--- src/rtl/shift_unit_seq.sv ---
// rtl/shift_unit_seq.sv - multi-cycle shifter, amount = ~i_arg_B, STEP bits per cycle
// Optional rotate-right (mode 11) enabled by defining SHIFT_ROTATE_EN.
module shift_unit_seq #(
    parameter int BITS = 32,
    parameter int STEP = 4
) (
    input  logic            i_clk,
    input  logic            i_rst,
    input  logic            i_start,
    input  logic [BITS-1:0] i_arg_A,
    input  logic [BITS-1:0] i_arg_B,
    input  logic [1:0]      i_mode,
    output logic [BITS-1:0] o_result,
    output logic            o_valid,
    output logic            o_busy,
    output logic            o_error,
    output logic            o_overflow
);

    localparam int RW = $clog2(BITS + 1);
    localparam logic [BITS-1:0] BITS_V = BITS'(BITS);
    localparam logic [RW-1:0]   BITS_R = RW'(BITS);
    localparam logic [RW-1:0]   STEP_R = RW'(STEP);

    typedef enum logic [1:0] {IDLE, SHIFT, DONE} state_t;

    state_t          state;
    logic [BITS-1:0] work;
    logic [RW-1:0]   rem;
    logic [1:0]      mode_q;

    logic [BITS-1:0] amt;
    logic            amt_neg;
    logic            mode_bad;
    logic [RW-1:0]   s;
    logic [RW-1:0]   rem_nx;
    logic [BITS-1:0] work_nx;
    logic [BITS-1:0] full_shift;

    // The amount is the one's complement of B, interpreted as signed.
    assign amt     = ~i_arg_B;
    assign amt_neg = amt[BITS-1];

`ifdef SHIFT_ROTATE_EN
    assign mode_bad = 1'b0;
`else
    assign mode_bad = (i_mode == 2'b11);
`endif

    assign s      = (rem > STEP_R) ? STEP_R : rem;
    assign rem_nx = rem - s;

    always_comb begin
        work_nx = work;
        case (mode_q)
            2'b00:   work_nx = work >> s;
            // MSB of work still holds the captured sign, so >>> fills correctly
            2'b01:   work_nx = $unsigned($signed(work) >>> s);
            2'b10:   work_nx = work << s;
            default: begin
`ifdef SHIFT_ROTATE_EN
                work_nx = (work >> s) | (work << (BITS_R - s));
`else
                work_nx = work;
`endif
            end
        endcase
    end

    always_comb begin
        full_shift = '0;
        case (i_mode)
            2'b01:   full_shift = {BITS{i_arg_A[BITS-1]}};
            2'b11:   full_shift = i_arg_A;
            default: full_shift = '0;
        endcase
    end

    always_ff @(posedge i_clk or posedge i_rst) begin
        if (i_rst) begin
            state      <= IDLE;
            work       <= '0;
            rem        <= '0;
            mode_q     <= '0;
            o_result   <= '0;
            o_valid    <= 1'b0;
            o_busy     <= 1'b0;
            o_error    <= 1'b0;
            o_overflow <= 1'b0;
        end else begin
            case (state)
                IDLE: begin
                    if (i_start) begin
                        mode_q     <= i_mode;
                        o_error    <= 1'b0;
                        o_overflow <= 1'b0;
                        o_busy     <= 1'b1;
                        if (mode_bad || amt_neg) begin
                            o_error  <= 1'b1;
                            o_result <= '0;
                            o_valid  <= 1'b1;
                            state    <= DONE;
                        end else if (amt > BITS_V) begin
                            o_overflow <= 1'b1;
                            o_result   <= '0;
                            o_valid    <= 1'b1;
                            state      <= DONE;
                        end else if (amt == '0) begin
                            o_result <= i_arg_A;
                            o_valid  <= 1'b1;
                            state    <= DONE;
                        end else if (amt == BITS_V) begin
                            o_result <= full_shift;
                            o_valid  <= 1'b1;
                            state    <= DONE;
                        end else begin
                            work  <= i_arg_A;
                            rem   <= amt[RW-1:0];
                            state <= SHIFT;
                        end
                    end
                end
                SHIFT: begin
                    work <= work_nx;
                    rem  <= rem_nx;
                    if (rem_nx == '0) begin
                        o_result <= work_nx;
                        o_valid  <= 1'b1;
                        state    <= DONE;
                    end
                end
                DONE: begin
                    o_valid <= 1'b0;
                    o_busy  <= 1'b0;
                    state   <= IDLE;
                end
                default: state <= IDLE;
            endcase
        end
    end

endmodule

--- config.mk ---
export PLATFORM = sky130hd
export DESIGN_NAME = shift_unit_seq
export DESIGN_NICKNAME = d
export VERILOG_FILES = /design/src/rtl/shift_unit_seq.sv
export SDC_FILE = /design/constraint.sdc
export NUM_CORES = 1
export LEC_CHECK = 0
export ABC_AREA = 1
export CORE_MARGIN = 3
export CORE_UTILIZATION = 50
export DETAILED_ROUTE_END_ITERATION = 8
export GPL_ROUTABILITY_DRIVEN = 1
export PLACE_DENSITY = 0.74
export SYNTH_ARGS = -nofsm -noshare
export SYNTH_HDL_FRONTEND = slang
export SYNTH_SLANG_ARGS = --single-unit
--- constraint.sdc ---
create_clock -name i_clk -period 3.2 [get_ports i_clk]
set_input_delay 0.64 -clock i_clk [delete_from_list [all_inputs] [get_ports i_clk]]
set_output_delay 0.64 -clock i_clk [all_outputs]
set_load 0.02 [all_outputs]
After elaboration in Yosys (flattened, before gate mapping)
Cells that the tools add are included.
{"block": "totals", "mem_bits_ro": 0, "inputBits": 69, "ramBits": 0, "memories": 0, "out_inout_bits": 36, "wordCells": 85, "regBits": 78, "latch_bits": 0}
{"block": "op_classes", "shifts": 3, "n_reduce_logical": 14, "div": 0, "muxes": 41, "n_mul": 0, "bitwise": 1, "add_sub_neg": 1, "order_cmp": 2, "eq_ne": 14}
{"op": "$mux W32", "count": 11}
{"op": "$pmux W32 S2", "count": 3}
{"op": "$pmux W32 S3", "count": 1}
{"op": "$mux W6", "count": 6}
{"op": "$eq A32 B6 Y1 const B", "count": 1}
{"op": "$gt A32 B6 Y1 const B", "count": 1}
{"op": "$logic_not A32 Y1", "count": 1}
{"op": "$not A32 Y32", "count": 1}
{"op": "$shl A32 B6 Y32", "count": 1}
{"op": "$shr A32 B6 Y32", "count": 1}
{"op": "$sshr A32 B6 Y32", "count": 1}
{"op": "$mux W2", "count": 6}
{"op": "$ne A2 B2 Y1 const B", "count": 6}
{"op": "$pmux W6 S2", "count": 1}
{"op": "$mux W1", "count": 10}
{"op": "$reduce_and A4 Y1", "count": 2}
{"op": "$eq A2 B1 Y1 const B", "count": 3}
{"op": "$eq A2 B2 Y1 const B", "count": 3}
{"op": "$gt A6 B3 Y1 const B", "count": 1}
{"op": "$logic_not A6 Y1", "count": 1}
{"op": "$reduce_and A2 Y1", "count": 3}
{"op": "$reduce_and A6 Y1", "count": 1}
{"op": "$sub A6 B6 Y6", "count": 1}
{"op": "$ne A5 B5 Y1 const B", "count": 1}
{"op": "7 further kinds", "count": 9}

Depth between registers and ports, before layout
{"block": "logic_depth", "depth_word": 8, "depth_mapped": 19, "mapped_depth_nobuf": 17}

Least setup slack after synthesis
No wires, ideal clock.
{"block": "synth_path", "kind": "reg-to-reg", "start": "register rem[0]", "end": "register o_result[31]", "path_stages_with_launch": 17, "period_less_slack_ps": 2028, "setup_ps": 116, "t_required_ps": 3084, "arrival_time_ps": 1911, "slack_ps": 1172, "n_path_buf": 2, "cell_sequence": "dfrtp_1 -> buf_2 -> inv_2 -> nand2_1 -> nand2_1 -> nand2_1 -> nand2_2 -> ha_1 -> nor2_1 -> nand3_1 -> nor2_1 -> nand3_2 -> nand2_1 -> nand2_2 -> buf_2 -> nand2_1 -> nand2_1"}
{"block": "synth_between", "elab_chain_cells": 6, "word_cells_on_any_way": 12, "classes_between": "add/sub (1); order compare (1); eq/ne (1); shift (3); mux (4); reduce/logical (2)"}
{"element": "from (decl)", "line_no": "29", "source": "logic [RW-1:0] rem;"}
{"element": "from (signal assigned)", "line_no": "118", "source": "rem <= amt[RW-1:0];"}
{"element": "from (signal assigned)", "line_no": "125", "source": "rem <= rem_nx;"}
{"element": "$gt A6 B3 Y1", "line_no": "50", "source": "assign s = (rem > STEP_R) ? STEP_R : rem;"}
{"element": "$mux W6", "line_no": "50"}
{"element": "$shl A32 B6 Y32, or another cell as far along", "line_no": "59", "source": "2'b10: work_nx = work << s;"}
{"element": "$pmux W32 S3 / $logic_not A6 Y1 (equally long branches)", "line_no": "55, 126"}
{"element": "$mux W32 / $ne A2 B2 Y1 (equally long branches)"}
{"element": "$pmux W32 S2 / $reduce_and A4 Y1 (equally long branches)"}
{"element": "to (signal assigned)", "line_no": "109", "source": "o_result <= i_arg_A;"}
{"element": "to (signal assigned)", "line_no": "113", "source": "o_result <= full_shift;"}
{"element": "to (signal assigned)", "line_no": "127", "source": "o_result <= work_nx;"}
{"element": "to (decl)", "line_no": "13", "source": "output logic [BITS-1:0] o_result,"}
Several ways; a longest one is shown, not always the timed one. The select of a mux whose other input is x is not followed.
A chain may end at the register's enable or synchronous reset.

Final worst setup path
{"block": "layout_path", "start": "register rem[1]", "end": "register o_result[20]"}
The elaborated chain is that of the path after synthesis.

==> out/results.ini <==
[run_status]
status = finished, final reports clean

[timing]
setup_viol_count_final = 0
fin_skew_ns = 0.01044
finalCriticalPeriod_ns = 2.749
setup_tns_ns = 0
clock.fmax_ghz = 0.3638
worst_pin_slew_ns = 0.8151
slew_violations = 0
finalHoldViolations = 0
holdWs_ns = 0.4786
relSlewSlack_pct = 45.54
min_period_over_period_pct = 85.90
setup_ws_ns = 0.4512
grt_setup_unrepaired = no

[floorplanning]
io_pins = 105
die_area_um2 = 15720
start_util_pct = 52.36
rows = 42
die_h_um = 125.4
core_um2 = 13610
die_w_um = 125.4

[power]
p_leak_nw = 4.449
p_per_area_nw_per_um2 = 856.0
ir_drop_v = 0.0004045

[clock_tree]
ctsHoldBuffers = 0
cts-root-buf = clkbuf_16
cts.clk_slew.worst_paths_ns = 0.07
h-tree-depth = 3
ctsResizeCount = 0
postCtsSetupBuffers = 0
clock_sinks = 78
cts_max_path_buffers = 2
cts_tree = built
clkLatencyLatePin_ns = 0.34
cts_buffers = 9

[logic_synthesis]
ys_types = 32
yosys_warnings = 0
syn-instance-count = 1253
synth_edf_count = 0
avgSynthCellArea_um2 = 5.688
syn_nets = 1323
synthTopCellsByArea = dfrtp_1, nand2_1, nand3_1
synth_top_area_share_pct = 27.39
synth_top_flop_cell = dfrtp_1
yosysMostFrequentCell = nand2_1
async_reset_ff_share_pct = 100.0
synth.ff_latch_count = 78
ys_seq_area_share_pct = 27.39
syn_area_um2 = 7127
synth_commonest_cells = nand2_1, nand3_1, inv_1
yosys.area.top_type = dfrtp_1

[worst_setup_path]
worstPathRequired_ns = 3.48
critical_path_arrival_ns = 3.03
crit_fanout = 32
worstSetupPathType = reg2reg
endpoint_kind = register
start_kind = register

[placed_design]
dp_slack_ns = 0.2352
gp_congestion = 0.9686
place_hpwl_um = 17990
portBuffers = 104

[detailed_routing]
first_pass_iters = 6
drc = 0
ant_nets = 0
drt_first_iter_violations = 1051
post_drt_wl_per_cell_um = 16.61
vias = 8700
wirelength_um = 24960
via_per_inst = 5.788

[layout]
nets = 1392
area_growth_pct = 20.31
antennaDiodeCount = 0
fillCellCount = 1360
drive_gt1_share_pct = 4.974

[flow_run]
cap_violations = 0

[grt]
grt_pass1_vias = 7793
grt_overflow = 0
grt_pass1_wl_um = 40320
grt_max_degree = 63
grt_antenna_before_repair = 0
track_usage_pct = 30.96

[hold_path]
min_path_type = reg2reg

==> final timing paths <==
check / from / endpoint / slack, ns / depth (start not counted)
max: rem[1] / o_result[20] / 0.45 / 13
min: o_valid / o_valid / 0.48 / 2
max reg2reg: rem[1] / o_result[20] / 0.45 / 13
min reg2reg: o_valid / o_valid / 0.48 / 2
max in group asynchronous: i_rst / rem[4] / 1.90 / 3
min in group asynchronous: i_rst / o_result[10] / 0.65 / 2
==> logic make-up (layout without fill, tap and decap cells) <==
logic type	Yosys count	after routing	share of synthesized area, %
simple gates	822	822	48.82
fa+ha+maj	1	1	0.1755
other cells	1	1	0.05262
compound gates	176	176	13.36
buf+inv	175	249	10.20
flops	78	78	27.39
==> state kept, by name, indices dropped and copies added (netlist names) <==
name / cells
o_result: 32
rem: 6
o_valid: 1
o_error: 1
o_busy: 1
o_overflow: 1
work: 32
state: 2
mode_q: 2
==> cell type report <==
cell class | instances | area, um^2 | area share [%]
clock inverters | 7 | 57.56 | 0.6712
inverters | 101 | 380.4 | 4.436
repair buffers | 132 | 1289 | 15.03
well taps | 176 | 220.2 | 2.568
flip-flops and latches | 78 | 1952 | 22.76
multi-input cells | 1000 | 4451 | 51.90
clock buffers | 9 | 225.2 | 2.627
==> power by group <==
group | internal [mW] | total [mW] | switching (mW)
Combinational | 1.54 | 4.85 | 3.32
Sequential | 1.26 | 1.51 | 0.252
Clock | 0.533 | 0.976 | 0.443
Total | 3.33 | 7.34 | 4.01
==> metrics by stage <==
stage               util, %  total power [mW]  area [um^2]  std cells
floorplan                 -             4.930         7127       1253
global placement      60.92             6.206         8292       1487
detailed placement    60.92             6.214         8292       1487
CTS                   63.00             7.214         8574       1503
global route          63.00             7.967         8574       1503
finish                63.00             7.340         8574       1503
==> routing by layer <==
metal,routed length [um],GRT usage [%]
met3,2648,6.439
met4,313,7.143
met5,0,0
met1,11500,47.86
met2,10500,44.19
==> worst max-delay path, cell delays in order (launching register included) <==
cell	delay [ns]
dfrtp_1	0.43
inv_2	0.15
nand2_1	0.12
nand2_1	0.07
nand2_1	0.09
nand2_2	0.09
ha_1	0.26
nor2_1	0.11
nand3_1	0.08
nor2_1	0.19
nand3_2	0.15
a21oi_4	0.68
nand2_1	0.15
nand2_1	0.10
==> placed cells by master, fill, tap and decap left out, types with 3 or more instances in the layout <==
master | netlist | layout
clkdlybuf4s50_1 | 0 | 104
clkinvlp_4 | 0 | 3
nor2_1 | 85 | 84
nor2_4 | 4 | 4
a22oi_1 | 15 | 15
inv_2 | 5 | 5
nand2_1 | 495 | 495
nor3_1 | 4 | 4
buf_12 | 0 | 3
nand4_1 | 31 | 31
clkbuf_16 | 0 | 9
o211ai_1 | 3 | 3
nand3_1 | 192 | 192
nor2_2 | 5 | 6
dfrtp_1 | 78 | 78
inv_1 | 94 | 93
buf_4 | 2 | 25
o21ai_0 | 78 | 78
a21oi_1 | 73 | 73
Note: power is estimated with default switching activity, not from simulation.
